### src/rtl/mat_stream_loader.sv
// mat_stream_loader: serial element loader and result serializer around a 2x2 matrix multiplier
module mat_stream_loader #(
   parameter int EW     = 4,
   parameter int RW     = 8,
   parameter int SETTLE = 1
) (
   input  logic          clk,
   input  logic          reset,
   input  logic [EW-1:0] in_data,
   input  logic          in_valid,
   output logic          in_ready,
   output logic [EW-1:0] a,
   output logic [EW-1:0] b,
   output logic [EW-1:0] c,
   output logic [EW-1:0] d,
   output logic [EW-1:0] e,
   output logic [EW-1:0] f,
   output logic [EW-1:0] g,
   output logic [EW-1:0] h,
   input  logic [RW-1:0] w,
   input  logic [RW-1:0] x,
   input  logic [RW-1:0] y,
   input  logic [RW-1:0] z,
   output logic [RW-1:0] out_data,
   output logic          out_valid,
   input  logic          out_ready,
   output logic          out_last,
   output logic          busy
);
   localparam int SW = (SETTLE > 1) ? $clog2(SETTLE) : 1;
   localparam logic [1:0] LOAD = 2'd0, WAIT = 2'd1, OUT = 2'd2;
   logic [1:0]    state;
   logic [2:0]    elem_cnt;
   logic [1:0]    beat_cnt;
   logic [SW-1:0] settle_cnt;
   logic [EW-1:0] shadow [0:6];
   logic [RW-1:0] res [0:3];
   assign out_data = res[beat_cnt];
   assign out_last = out_valid && beat_cnt == 2'd3;
   assign busy     = state != LOAD;
   // sequencer: gather eight elements, commit them atomically, wait for the multiplier, then serialize w,x,y,z
   always_ff @(posedge clk or negedge reset) begin
      if (!reset) begin
         state      <= LOAD;
         elem_cnt   <= '0;
         beat_cnt   <= '0;
         settle_cnt <= '0;
         in_ready   <= 1'b0;
         out_valid  <= 1'b0;
         shadow     <= '{default: '0};
         res        <= '{default: '0};
         {a, b, c, d, e, f, g, h} <= '0;
      end else begin
         case (state)
            LOAD: begin
               in_ready <= 1'b1;
               if (in_valid && in_ready) begin
                  if (elem_cnt == 3'd7) begin
                     {a, b, c, d} <= {shadow[0], shadow[1], shadow[2], shadow[3]};
                     {e, f, g, h} <= {shadow[4], shadow[5], shadow[6], in_data};
                     elem_cnt     <= '0;
                     settle_cnt   <= '0;
                     in_ready     <= 1'b0;
                     state        <= WAIT;
                  end else begin
                     shadow[elem_cnt] <= in_data;
                     elem_cnt         <= elem_cnt + 3'd1;
                  end
               end
            end
            WAIT: begin
               if (settle_cnt == SW'(SETTLE - 1)) begin
                  res       <= '{w, x, y, z};
                  out_valid <= 1'b1;
                  state     <= OUT;
               end else begin
                  settle_cnt <= settle_cnt + SW'(1);
               end
            end
            OUT: begin
               if (out_valid && out_ready) begin
                  if (beat_cnt == 2'd3) begin
                     out_valid <= 1'b0;
                     in_ready  <= 1'b1;
                     beat_cnt  <= '0;
                     state     <= LOAD;
                  end else begin
                     beat_cnt <= beat_cnt + 2'd1;
                  end
               end
            end
            default: state <= LOAD;
         endcase
      end
   end
endmodule
### config.mk
export PLATFORM = sky130hd
export DESIGN_NAME = mat_stream_loader
export DESIGN_NICKNAME = d
export VERILOG_FILES = /design/src/rtl/mat_stream_loader.sv
export SDC_FILE = /design/constraint.sdc
export NUM_CORES = 1
export LEC_CHECK = 0
export CAP_MARGIN = 20
export CELL_PAD_IN_SITES_DETAIL_PLACEMENT = 1
export CELL_PAD_IN_SITES_GLOBAL_PLACEMENT = 1
export CORE_ASPECT_RATIO = 0.75
export CORE_MARGIN = 10
export CORE_UTILIZATION = 46
export DETAILED_ROUTE_END_ITERATION = 10
export PLACE_DENSITY_LB_ADDON = 0.08
export SYNTH_ARGS = -nofsm -noshare
export SYNTH_HDL_FRONTEND = slang
export SYNTH_SLANG_ARGS = --single-unit
### constraint.sdc
create_clock -name clk -period 4 [get_ports clk]
set_input_delay 0.8 -clock clk [delete_from_list [all_inputs] [get_ports clk]]
set_output_delay 0.8 -clock clk [all_outputs]
set_load 0.1 [all_outputs]
==> flow_metrics.py <==
metrics = {
    "status": {
        "status": "finished, final reports clean",
    },
    "critical_path": {
        "worst_setup_path_start_kind": "flip-flop",
        "timing.critical_path.cells": "clkdlybuf4s50_1",
        "max_stage_delay_ps": 1190,
        "r2r_end": "d[2]",
        "worst-path-buf-inv": 1,
        "cp.arrival_ps": 2000,
        "reg2regPathDepth": 5,
        "cp_slowest_cell": "clkdlybuf4s50_1",
        "required_ps": 3200,
        "critPathKind": "flip-flop to output port",
        "ff2ff_setup_slack_ps": 1680,
        "path_max_fanout": 8,
        "cp_top_family": "buffers and inverters",
        "cp-end-kind": "output port",
        "r2r-start": "elem_cnt[1]",
    },
    "synthesis": {
        "synthMuxAreaShare": 0.294,
        "postSynthAreaPerCell_um2": 15.9,
        "ys_types": 28,
        "synth_top_cell_by_area": "dfrtp_1",
        "synth_xor_area_frac": 0,
        "synth-edff-count": 0,
        "synth_top_family_by_area": "multiplexers",
        "synth_warnings": 0,
        "syn_nets": 312,
        "ys_ff_latch": 101,
        "synth_compound_gate_area_share": 0.0104,
        "ys.flop_type": "dfrtp_1",
        "synth_cells": 265,
        "synth_seq_area_share": 0.599,
        "syn_area_um2": 4220,
        "yosys-top-cells-area": "dfrtp_1 (60%), mux2_2 (25%), mux4_2 (4.3%), ha_1 (2.1%), nand4b_4 (1.1%)",
        "synth_fa_ha_area_frac": 0.0208,
        "yosys.area.top_type_share": 0.599,
        "synthArstFlopShare": 1.00,
        "synth-simple-area-share": 0.0558,
    },
    "timing": {
        "setup-violations-final": 0,
        "hold_violations": 0,
        "rsz0062_at_grt": "no",
        "tns_ps": 0,
        "worst_pin_slew_ps": 998,
        "fmax_mhz": 357,
        "period_minus_slack_ps": 2800,
        "maxSlewViolCount": 0,
        "skew_ps": 6.35,
        "slew_headroom": 0.332,
        "fin_crit_sh": 0.700,
    },
    "die": {
        "dieArea_um2": 13400,
        "die_width_um": 131,
        "die-height_um": 103,
        "pin_count": 84,
        "rows": 30,
        "core-area_um2": 9010,
        "initial_core_util": 0.468,
    },
    "run": {
        "maxCapViolCount": 0,
    },
    "finish": {
        "nets": 398,
        "antenna_cells": 0,
        "drive_gt1_frac": 0.379,
        "final_cell_area_um2": 5450,
        "syn_to_final_growth_pct": 29.2,
    },
    "drt": {
        "drt_iter0_drc": 117,
        "ant_nets": 0,
        "drc_errors": 0,
        "vias_per_cell": 5.21,
        "met1Wirelength_um": 3960,
        "top_layer": "met4",
        "post_drt_wl_per_cell_um": 18.9,
        "wl_met2_um": 4250,
        "first_pass_iters": 4,
        "wl_met3_um": 546,
        "vias": 2440,
        "wirelength_um": 8860,
    },
    "clock_network": {
        "clk_latency_ps": 340,
        "cts_setup_buffers": 0,
        "ctsHtreeMaxLevel": 3,
        "cts_buffers": 9,
        "root_buffer": "clkbuf_16",
        "cts.sinks": 101,
        "cts_resized": 0,
        "cts_tree": "done",
        "clk_path_buf_depth": 2,
        "clk_pin_slew_ps": 70,
        "hold_buffers": 0,
    },
    "global_route": {
        "grtUsageTotal": 0.143,
        "grt_first_pass_wirelength_um": 14800,
        "first_global_vias": 2797,
        "gr-total-overflow": 0,
        "antenna_found_initial": 0,
        "grt_max_degree": 54,
    },
    "place": {
        "dp_hpwl_um": 6390,
        "placed_area_um2": 5140,
        "gp_congestion": 0.723,
        "port_buffers": 83,
    },
    "min_path": {
        "hp-class": "primary input to asynchronous set/reset pin",
    },
}
-- sequential cells by signal, indices dropped and copies added (netlist names) --
name and flops:
h 4, a 4, out_valid 1, shadow 28
in_ready 1, d 4, res 32, f 4
elem_cnt 3, g 4, beat_cnt 2, c 4
e 4, b 4, state 2
-- cells in the mapped netlist (all sizes together) (2+ instances only) --
library cell and count:
dfrtp 101, nor2 2, nand2 10, and2 2
nand4 2, buf 9, a21oi 3, mux2 94
ha 7, nand3 7, mux4 8, clkbuf 2
inv 5, nand4b 2
-- worst max-delay path by stage --
stage	from	to	cells past startpoint
after global routing	in_ready	in_ready	1
after global placement	in_valid	d[3]	3
final	in_ready	in_ready	1
after floorplan	out_valid	out_last	1
after detailed placement	in_valid	shadow[0]	4
after CTS	in_ready	in_ready	1
-- per-stage QoR --
| stage | cells | util | setup slack [ps] | hold slack [ps] |
|---|---|---|---|---|
| 2_1_floorplan | 265 | - | 1390 | 453 |
| 3_3_place_gp | 451 | 0.569 | 932 | 465 |
| 3_5_place_dp | 452 | 0.571 | 1390 | 475 |
| 4_1_cts | 468 | 0.605 | 1180 | 491 |
| 5_1_grt | 468 | 0.605 | 1120 | 520 |
| 6_report | 468 | 0.605 | 1200 | 481 |
-- kinds of logic after synthesis --
group	count (synthesis)
DFF	101
AOI/OAI and AO/OA	7
buffers and inverters	16
muxes	102
adders and majority gates	7
and+or+nand+nor	32
-- placed cells by master, fill, tap and decap left out, types with 2 or more instances in the layout --
cell,n
and2_1,2
mux4_2,8
nand4b_4,2
clkbuf_16,9
dfrtp_1,101
nand2_1,10
buf_12,2
inv_1,5
buf_4,12
clkdlybuf4s50_1,72
ha_1,7
clkbuf_8,2
nor2_1,2
clkbuf_1,2
a21oi_1,3
nand3_1,7
mux2_1,2
mux2_2,92
-- per-layer routing --
| layer | track usage | up-vias |
|---|---|---|
| met5 | 0 | - |
| met4 | 0.0435 | 0 |
| met3 | 0.0498 | 8 |
| met2 | 0.224 | 48 |
| met1 | 0.183 | 1262 |
| li1 | - | 1122 |
-- area by class of cell --
type | instances | area (µm²)
clock inverters | 3 | 43.8
multi-input cells | 148 | 1610
flip-flops and latches | 101 | 2530
fillers | 855 | 3560
well taps | 112 | 140
clock buffers | 13 | 260
repair buffers | 86 | 851
inverters | 5 | 18.8
Power is left out: the tool's default activity adds up to more than one toggle a clock period on the data nets, which glitch-free logic cannot reach.
==> patch, RTL diff (same settings) <==
Set the parameter `RW` to 12 (it was 8).
--- a/src/rtl/mat_stream_loader.sv
+++ b/src/rtl/mat_stream_loader.sv
@@ -1,7 +1,7 @@
 // mat_stream_loader: serial element loader and result serializer around a 2x2 matrix multiplier
 module mat_stream_loader #(
    parameter int EW     = 4,
-   parameter int RW     = 8,
+   parameter int RW     = 12,
    parameter int SETTLE = 1
 ) (
    input  logic          clk,
Ports: changed (5 resized); port bits go from 84 to 104. No check against the original RTL was run, so the function may have changed too.
==> patch against the original RTL <==
  * Wire length up 32%
  * Die area grew 13%
  * Count of clock-buffer cells in the layout rose by 9
  * Cell area grew 22%
  * Sequential cell count increased by 16
  * Area after synthesis grew 16%
  * Worst setup slack lost 0.20 ns
  * Non-clock buffer count up 20
  * Critical path type unchanged
  * Critical endpoint is now out_data[9]
  * Highest routed layer unchanged
Power is not shown: default switching activity piles up to over one toggle a cycle in this logic, so the estimate is an artifact.
==> patch: results (changes against the original RTL) <==
status:
  status: "finished clean"
place:
  gp_congestion: 0.800  # +11%
  dp_hpwl_mm: 7.98  # +25%
  dp_slack_ns: 1.29  # -0.101 ns
  dpl_cell_area_um2: 6020  # +17%
  port_buffers: 103  # +24%
route:
  drtIter0Drc: 106  # -9.4%
  dr_total_vias: 2928  # +20%
  wl_mm: 11.7  # +32%
synth:
  async_flop_share_pct: 100  # unchanged
  synth_nets: 366  # +17%
  yosys-top-cells-area: "dfrtp_1 60%, mux2_2 25%, mux4_2 5.5%, ha_1 1.8%, nand4b_4 0.97%"
  synth_common_cells: "117 x dfrtp_1, 110 x mux2_2, 12 x mux4_2, 10 x nand2_1"
  ys_types: 29  # +3.6%
  ys_seq_area_share_pct: 59.8  # -0.17 points
clock_tree:
  insertion_delay_ns: 0.40  # +0.06 ns
  cts.reportedPaths.clkPinSlew_ns: 0.05  # -0.02 ns
  hold_buffers: 0  # unchanged
  cts_buffers: 17  # +8
  cts_root_buf: "clkbuf_16"
  h-tree-depth: 4  # +1
grt:
  track_usage_pct: 16.0  # +1.7 points
  grt_pass1_vias: 3436  # +23%
  gr-usage-met3_pct: 6.81  # +1.8 points
  antenna_found_initial: 0  # unchanged
  grtUsageMet2_pct: 25.6  # +3.2 points
  grt_start_max_net_pins: 61  # +13%
  grt_pass1_wl_mm: 19.0  # +28%
  gr-usage-met1_pct: 19.6  # +1.3 points
finish:
  drive_gt1_share_pct: 41.6  # +3.7 points
  reg_top3: "res: 48 flops, shadow: 28 flops"
  diodes: 0  # unchanged
  nets: 478  # +20%
timing:
  relSlewSlack_pct: 31.5  # -1.7 points
  skew_ns: 0.0116  # +0.00530 ns
worst_setup_path:
  path_max_fanout: 15  # +7
  critPathTopFamily: "flip-flops"
  worst-setup-path-type: "register to output pin"
  slowest_delay_ns: 0.92  # -0.27 ns
  slowest_stage: "dfrtp_1"
[patch: cell types whose count changed after synthesis, sizes merged]
cell / before / now
mux2: 94 / 110
dfrtp: 101 / 117
mux4: 8 / 12
buf: 9 / 11
[patch: cells by family after synthesis]
kind of cell	synth area share, %
adders and majority gates	1.79
muxes	30.8
AOI/OAI and AO/OA	0.894
and+or+nand+nor	4.80
buffers and inverters	1.94
DFF	59.8
[patch: area by class of cell]
type	instances	area [um2]
fillers	939	3680
flip-flops and latches	117	2930
repair buffers	106	1050
multi-input cells	168	1880
clock inverters	10	128
well taps	136	170
clock buffers	22	474
inverters	5	18.8
[patch: path summary, 6_finish.rpt]
check                      slack (ns)         from          end
min in group clk                 0.50   shadow[18]         c[2]
setup / recovery                 1.00  beat_cnt[0]  out_data[9]
setup reg to reg                 1.42  elem_cnt[1]         e[1]
hold / removal                   0.47        reset      res[46]
hold reg to reg                  0.50   shadow[18]         c[2]
max in group asynchronous        2.75        reset      res[29]
[patch: through the flow]
step | cells | hold slack [ns]
detailed placement | 531 | 0.491
finish | 564 | 0.473
floorplan | 303 | 0.475
CTS | 563 | 0.492
global route | 564 | 0.512
global placement | 531 | 0.483
[patch: layer usage]
layer  routed length (um)  part of all wire (%)
met1                 5290                    45
met2                 5670                    48
met3                  703                   6.0
met4                   47                  0.40
met5                    0                     0
